**config.mk**
```make
export PLATFORM = sky130hd
export DESIGN_NAME = tile_seeker
export DESIGN_NICKNAME = d
export VERILOG_FILES = /design/src/rtl/tile_pkg.sv /design/src/rtl/tile_seeker.sv
export SDC_FILE = /design/constraint.sdc
export NUM_CORES = 1
export LEC_CHECK = 0
export ABC_AREA = 1
export CORE_MARGIN = 8
export CORE_UTILIZATION = 48
export DETAILED_ROUTE_END_ITERATION = 12
export PLACE_DENSITY = 0.87
export SYNTH_ARGS = -nofsm -noshare
export SYNTH_HDL_FRONTEND = slang
export SYNTH_SLANG_ARGS = --single-unit
export TNS_END_PERCENT = 20
```
**constraint.sdc**
```tcl
create_clock -name clock -period 1.8 [get_ports clock]
set_input_delay 0.18 -clock clock [delete_from_list [all_inputs] [get_ports clock]]
set_output_delay 0.18 -clock clock [all_outputs]
set_load 0.03 [all_outputs]
```
**src/rtl/tile_pkg.sv**
```systemverilog
// tile_pkg: shared types and helpers for the per-tile search engine.
//   seeker_state_t : one-hot FSM state encoding.
//   onehot_next()  : advances a one-hot pool index and flags exhaustion.
//   GRID_LEN/CNT_W : grid row length and the matching attempt-counter width.
// GRID_LEN normally comes from grid_dimensions.svh; fall back to a 4-wide
// grid when that header has not been pulled in ahead of this package.
`ifndef GRID_LEN
`define GRID_LEN 4
`endif

package tile_pkg;

    localparam int GRID_LEN = `GRID_LEN;
    localparam int CNT_W    = $clog2(GRID_LEN + 1);

    typedef enum logic [3:0] {
        S_IDLE    = 4'b0001,
        S_REQUEST = 4'b0010,
        S_CHECK   = 4'b0100,
        S_HOLD    = 4'b1000
    } seeker_state_t;

    typedef struct packed {
        logic                exhaust;
        logic [GRID_LEN-1:0] next;
    } onehot_step_t;

    // Shifting the MSB out means every candidate index has been tried; the
    // next index is then forced to zero so the bus sees an idle request.
    function automatic onehot_step_t onehot_next(input logic [GRID_LEN-1:0] rqindex);
        onehot_step_t r;
        r.exhaust = rqindex[GRID_LEN-1];
        r.next    = r.exhaust ? '0 : (rqindex << 1);
        return r;
    endfunction

endpackage

```
**src/rtl/tile_seeker.sv**
```systemverilog
// tile_seeker: per-tile search engine on the row value-bias bus.
// Walks one-hot pool indices LSB->MSB, asks the bus for the biased value of
// each index, and commits the first one not already held by a peer.
// Ports:
//   clock, reset      : clock, synchronous active-high reset
//   start             : (re)start the search at index 0
//   backtrack         : next tile gave up; drop our value and try the next index
//   occupied [W]      : OR of peer values (sampled only while checking)
//   update            : bus request strobe
//   rqindex  [W]      : one-hot pool index being requested (0 when idle)
//   valtotry [W]      : bus return value, valid the cycle after update
//   value    [W]      : committed one-hot value (0 when none)
//   pass_fwd          : one-cycle pulse, value committed
//   pass_back         : one-cycle pulse, all candidates exhausted
//   busy              : search in progress (REQUEST or CHECK)
//   tries    [CNT_W]  : candidates examined since the last start
// WIDTH must match GRID_LEN because the index stepping helper is sized by it.
module tile_seeker
    import tile_pkg::*;
#(
    parameter int WIDTH = GRID_LEN,
    parameter int CNT_W = $clog2(WIDTH + 1)
) (
    input  logic             clock,
    input  logic             reset,
    input  logic             start,
    input  logic             backtrack,
    input  logic [WIDTH-1:0] occupied,
    output logic             update,
    output logic [WIDTH-1:0] rqindex,
    input  logic [WIDTH-1:0] valtotry,
    output logic [WIDTH-1:0] value,
    output logic             pass_fwd,
    output logic             pass_back,
    output logic             busy,
    output logic [CNT_W-1:0] tries
);

    seeker_state_t state;
    onehot_step_t  step;
    logic          accept;
    logic          advance;

    assign step    = onehot_next(rqindex);
    assign accept  = ((valtotry & occupied) == '0) && (valtotry != '0);
    // A rejected candidate and a backtrack from HOLD share the same
    // move-to-next-index-or-give-up path.
    assign advance = ((state == S_CHECK) && !accept) ||
                     ((state == S_HOLD) && backtrack);

    always_ff @(posedge clock) begin
        if (reset) begin
            state     <= S_IDLE;
            update    <= 1'b0;
            rqindex   <= '0;
            value     <= '0;
            pass_fwd  <= 1'b0;
            pass_back <= 1'b0;
            busy      <= 1'b0;
            tries     <= '0;
        end else begin
            update    <= 1'b0;
            pass_fwd  <= 1'b0;
            pass_back <= 1'b0;

            if (state == S_CHECK)
                tries <= (tries == CNT_W'(WIDTH)) ? tries : tries + 1'b1;

            if (start) begin
                state   <= S_REQUEST;
                rqindex <= WIDTH'(1);
                value   <= '0;
                tries   <= '0;
                update  <= 1'b1;
                busy    <= 1'b1;
            end else if (advance) begin
                value <= '0;
                if (step.exhaust) begin
                    state     <= S_IDLE;
                    rqindex   <= '0;
                    pass_back <= 1'b1;
                    busy      <= 1'b0;
                end else begin
                    state   <= S_REQUEST;
                    rqindex <= step.next;
                    update  <= 1'b1;
                    busy    <= 1'b1;
                end
            end else begin
                case (state)
                    S_IDLE:    ;
                    // rqindex stays put so the bus answers for this index.
                    S_REQUEST: state <= S_CHECK;
                    S_CHECK: begin
                        // Only reached here on accept; rejects took the advance path.
                        state    <= S_HOLD;
                        value    <= valtotry;
                        pass_fwd <= 1'b1;
                        busy     <= 1'b0;
                    end
                    S_HOLD:    ;
                    default: begin
                        state   <= S_IDLE;
                        rqindex <= '0;
                        value   <= '0;
                        busy    <= 1'b0;
                    end
                endcase
            end
        end
    end

endmodule

```
# After elaboration in Yosys (flattened, before gate mapping)
# Index checks and enable logic that the tools add are counted.
# word_totals
register_bits	19
inputBits	12
out_inout_bits	15
wordCells	55
# op_classes
n_addsub	1
eq_ne	10
mux	17
bitwise	3
reduce_logical	14
# op_table
operator	n
$mux W4	4
$pmux W4 S3	1
$mux W1	9
$ne A3 B1 Y1 const B	3
$reduce_or A3 Y1	3
$pmux W4 S2	1
$and A4 B4 Y4	1
$eq A4 B1 Y1 const B	1
$eq A4 B2 Y1 const B	1
$eq A4 B3 Y1 const B	1
$eq A4 B4 Y1 const B	1
$logic_not A4 Y1	1
$mux W2	2
$ne A2 B1 Y1 const B	2
$reduce_bool A4 Y1	1
$reduce_or A2 Y1	2
$reduce_or A4 Y1	1
$add A3 B1 Y3 const B	1
$eq A3 B3 Y1 const B	1
$logic_and A1 B1 Y1	3
$not A1 Y1	2
$reduce_and A2 Y1	1
$logic_not A1 Y1	1
$logic_or A1 B1 Y1	1

# Logic depth before layout (Yosys ltp)
# logic_depth
word_depth	8
depth_mapped	10
ltp_nobuf	10

# Worst setup path after synthesis
# OpenSTA, ideal clock, no wires.
# synth_timing
kind	flip-flop to flip-flop
start	register tries[0]
end	register tries[1]
arrival_time_ns	1.173
required_ns	1.681
path_slack_ns	0.507
stages_incl_launch_ff	7
path_buffers	0
synth_period_minus_slack_ns	1.293
path_cell_list	dfxtp_1 > inv_1 > ha_1 > nand2_1 > nand2_1 > o21ai_0 > a21oi_1
# synth_between
elab_chain_len	3
elab_cells_between_ends	4
classes_between	add/sub: 1; eq/ne: 1; bitwise: 1; reduce/logical: 1
# synth_rtl
element	line	rtl
start: declaration	tile_seeker.sv:36	output logic [CNT_W-1:0] tries
start signal: assignment	tile_seeker.sv:67	tries <= (tries == CNT_W'(WIDTH)) ? tries : tries + 1'b1;
branches (longest 3 deep; another with $add A3 B1 Y3)	-	
# Parallel ways; which one is timed is not known.
# A chain may end at the register's enable or synchronous reset.

# Final worst setup path
# layout_timing
start	register tries[2]
end	output port tries[2]
# No word-level cell between the ends.

==> flow_summary_export.csv <==
group,metric,value,unit
route,drtPass1Iterations,4,
synthesis,synth_top_family_by_area,"simple AND/OR/NAND/NOR gates",
die,rows,15,
route,drt-initial-drc-count,27,
synthesis,async_flop_share,0,
status,status,"finished, final reports clean",
die,ioPinCount,27,
die,die_w,58.57,microns
timing,fin_crit_sh,0.8865,
clocking,cts.sinks,19,
layout,diodes,0,
synthesis,synth-edff-count,0,
clocking,clockRootBuffer,"clkbuf_4",
power,p_per_area,641.5,mW/mm^2
timing,finalCriticalPeriod,1.596,ns
synthesis,netlist_instances,111,
clocking,post-cts-setup-buffers,0,
power,peakVddDrop,509.0,uV
timing,setup_viol,0,
worst_setup_path,crit_type,"register to output pin",
timing,rsz0062_at_grt,"false",
worst_setup_path,cp-end-kind,"output pin",
timing,fmax,626.7,MHz
clocking,cts.path.max_buffers,2,
synthesis,yosys-top-cells-area,"dfxtp_1, nand2_1, inv_1, nor2_1, nand2_2",
grt,overflow,0,
placed_design,place.gp.congestion,0.8024,
die,die_y,58.57,microns
die,core,0.001708,sq mm
placed_design,io_buffers,26,
route,wire_per_inst,11.60,microns
clocking,htreeDepth,1,
power,power,761.8,uW
route,drc_errors,0,
worst_setup_path,crit_family,"buffers and inverters",
layout,drive_above_1_share,0.1418,
synthesis,yosysTopAreaCellShare,0.4374,
synthesis,synth_compound_area_frac,0.09209,
timing,tns,0,ns
worst_setup_path,crit_chain,"clkdlybuf4s50_1",
synthesis,ys_dominant_reg_cell,"dfxtp_1",
synthesis,ys_seq_elements,19,
worst_setup_path,worst-endpoint-required,1.62,ns
layout,syn_to_final_growth,36.55,%
flow_run,cap_violations,0,
timing,relSlewSlack,0.7883,
synthesis,ys_seq_area_frac,0.4374,
min_path,hold_class,"input port to register",
layout,multi_input_comb_area,429.2,sq um
route,via_per_inst,4.765,
die,start_util,0.5092,
synthesis,synthAdderAreaFrac,0.02878,
die,dieArea,0.003430,sq mm
synthesis,muxShareOfSynthArea,0,
synthesis,synth_area,869.6,sq um
layout,regArea,380.4,sq um
synthesis,yosys.area.top_type,"dfxtp_1",
clocking,clk_pin_slew,0.11,ns
grt,antenna_found_initial,0,
grt,grt_max_degree,11,
power,p_leak,0.0005158,uW
worst_setup_path,crit_arrival,1.42,ns
timing,final-max-slew-violation-count,0,
clocking,cts_resized,0,
worst_setup_path,crit_buf_inv,1,
grt,grt_usage,0.1206,
synthesis,synth.distinct_cells,19,
synthesis,syn_avg_cell_area,7.834,sq um
synthesis,ys_warn_count,0,
clocking,numCtsBuffers,3,
layout,utilization,0.6952,
route,route.vias.total,791,
synthesis,synth_xor_area_frac,0.01007,
synthesis,synthSimpleGateAreaFrac,0.3626,
clocking,cts_tree,"done",
synthesis,synthesis.nets,125,
layout,fin_nets,156,
layout,postLayoutCellArea,0.001187,sq mm
grt,grt_pass1_vias,750,
grt,grt_pass1_wl,3.243,mm
synthesis,yosysMostFrequentCell,"nand2_1",
timing,hold_viol_final,0,
layout,n_fill_cell,144,
timing,clock-skew-final,0.005296,ns
route,drtAntennaViolNets,0,
route,routed_wl,1.925,mm
worst_setup_path,crit_slowest_cell,"clkdlybuf4s50_1",
placed_design,hpwlAfterDp,1.600,mm
placed_design,place_area,0.001161,sq mm
synthesis,yosys-top-cells-count,"nand2_1, dfxtp_1, inv_1",
timing,worstMarginPinSlew,0.3166,ns
worst_setup_path,reg2reg_slack,0.60,ns
worst_setup_path,setup.worst_path.start_class,"register",
worst_setup_path,crit_path_max_fanout,4,
worst_setup_path,cpPeakStageDelay,0.70,ns
clocking,clock_latency,0.30,ns
clocking,hold_buffers,0,
## per-layer routing
layer | GRT usage | up-vias | part of all wire | wire length [microns]
li1 | - | 413 | - | -
met1 | 0.1414 | 348 | 0.43 | 827
met2 | 0.1984 | 24 | 0.49 | 942
met3 | 0.04130 | 6 | 0.066 | 128
met4 | 0.04196 | 0 | 0.014 | 27
met5 | 0 | - | 0 | 0
## flip-flops by register name (all words and copies together), names as in the netlist
signal,count
update,1
pass_back,1
pass_fwd,1
rqindex,4
tries,3
busy,1
value,4
state,4
## per-stage QoR
step                worst slack (ns)  hold slack (ns)  cells
floorplan                     0.5072           0.2491    111
CTS                           0.2075           0.4802    166
global route                  0.1613           0.5088    166
detailed placement            0.2894           0.4734    162
finish                        0.2044           0.4809    166
global placement              0.3309           0.4709    162
## final cells by class
type / count / share of cell area
Timing Repair Buffer: 26 / 0.2192
Sequential cell: 19 / 0.3203
Inverter: 16 / 0.05058
Tap cell: 25 / 0.02634
Multi-Input combinational cell: 76 / 0.3614
Clock buffer: 4 / 0.02213
## path summary, 6_finish.rpt
| check | start | to | depth (start not counted) |
|---|---|---|---|
| max | tries[2]$_SDFFE_PP0P_ | tries[2] | 1 |
| min | reset | rqindex[0]$_SDFFE_PP0P_ | 2 |
| max reg2reg | state[0]$_SDFFE_PP1P_ | state[0]$_SDFFE_PP1P_ | 8 |
| min reg2reg | busy$_SDFFE_PP0P_ | busy$_SDFFE_PP0P_ | 2 |
## worst register-to-register path: stages (launching register included)
cell and delay, ns:
dfxtp_1 0.32, inv_1 0.10, nand2_4 0.09, nor2_8 0.17, nor2_2 0.08, nand2_2 0.07
nand3_2 0.11, nand3_1 0.11, nand2_1 0.05
## placed cells by master (no fill, tap or decap)
master / n
o21ai_0: 2
nor2_2: 2
nor2_1: 13
nand2_2: 6
ha_1: 2
a22oi_1: 4
nor2_8: 1
o21ai_1: 3
clkbuf_1: 1
inv_1: 14
a21oi_1: 5
clkdlybuf4s50_1: 26
dfxtp_1: 19
nand2_1: 24
xor2_1: 1
nand4_1: 4
inv_2: 2
nand3_2: 1
nand2_4: 3
clkbuf_4: 3
nor2_4: 2
nand3_1: 3
## cell families after synthesis
group / after synthesis
flip-flops: 19
XOR/XNOR: 1
AO/OA/AOI/OAI: 14
AND/OR/NAND/NOR: 59
buffers and inverters: 16
adder cells (fa/ha/maj): 2
## power by group
group | switching [uW] | internal (uW)
sequential | 4.90 | 429
clock | 131 | 86.5
combinational | 62.6 | 48.6
No activity file was read; power rests on OpenSTA's default activity.
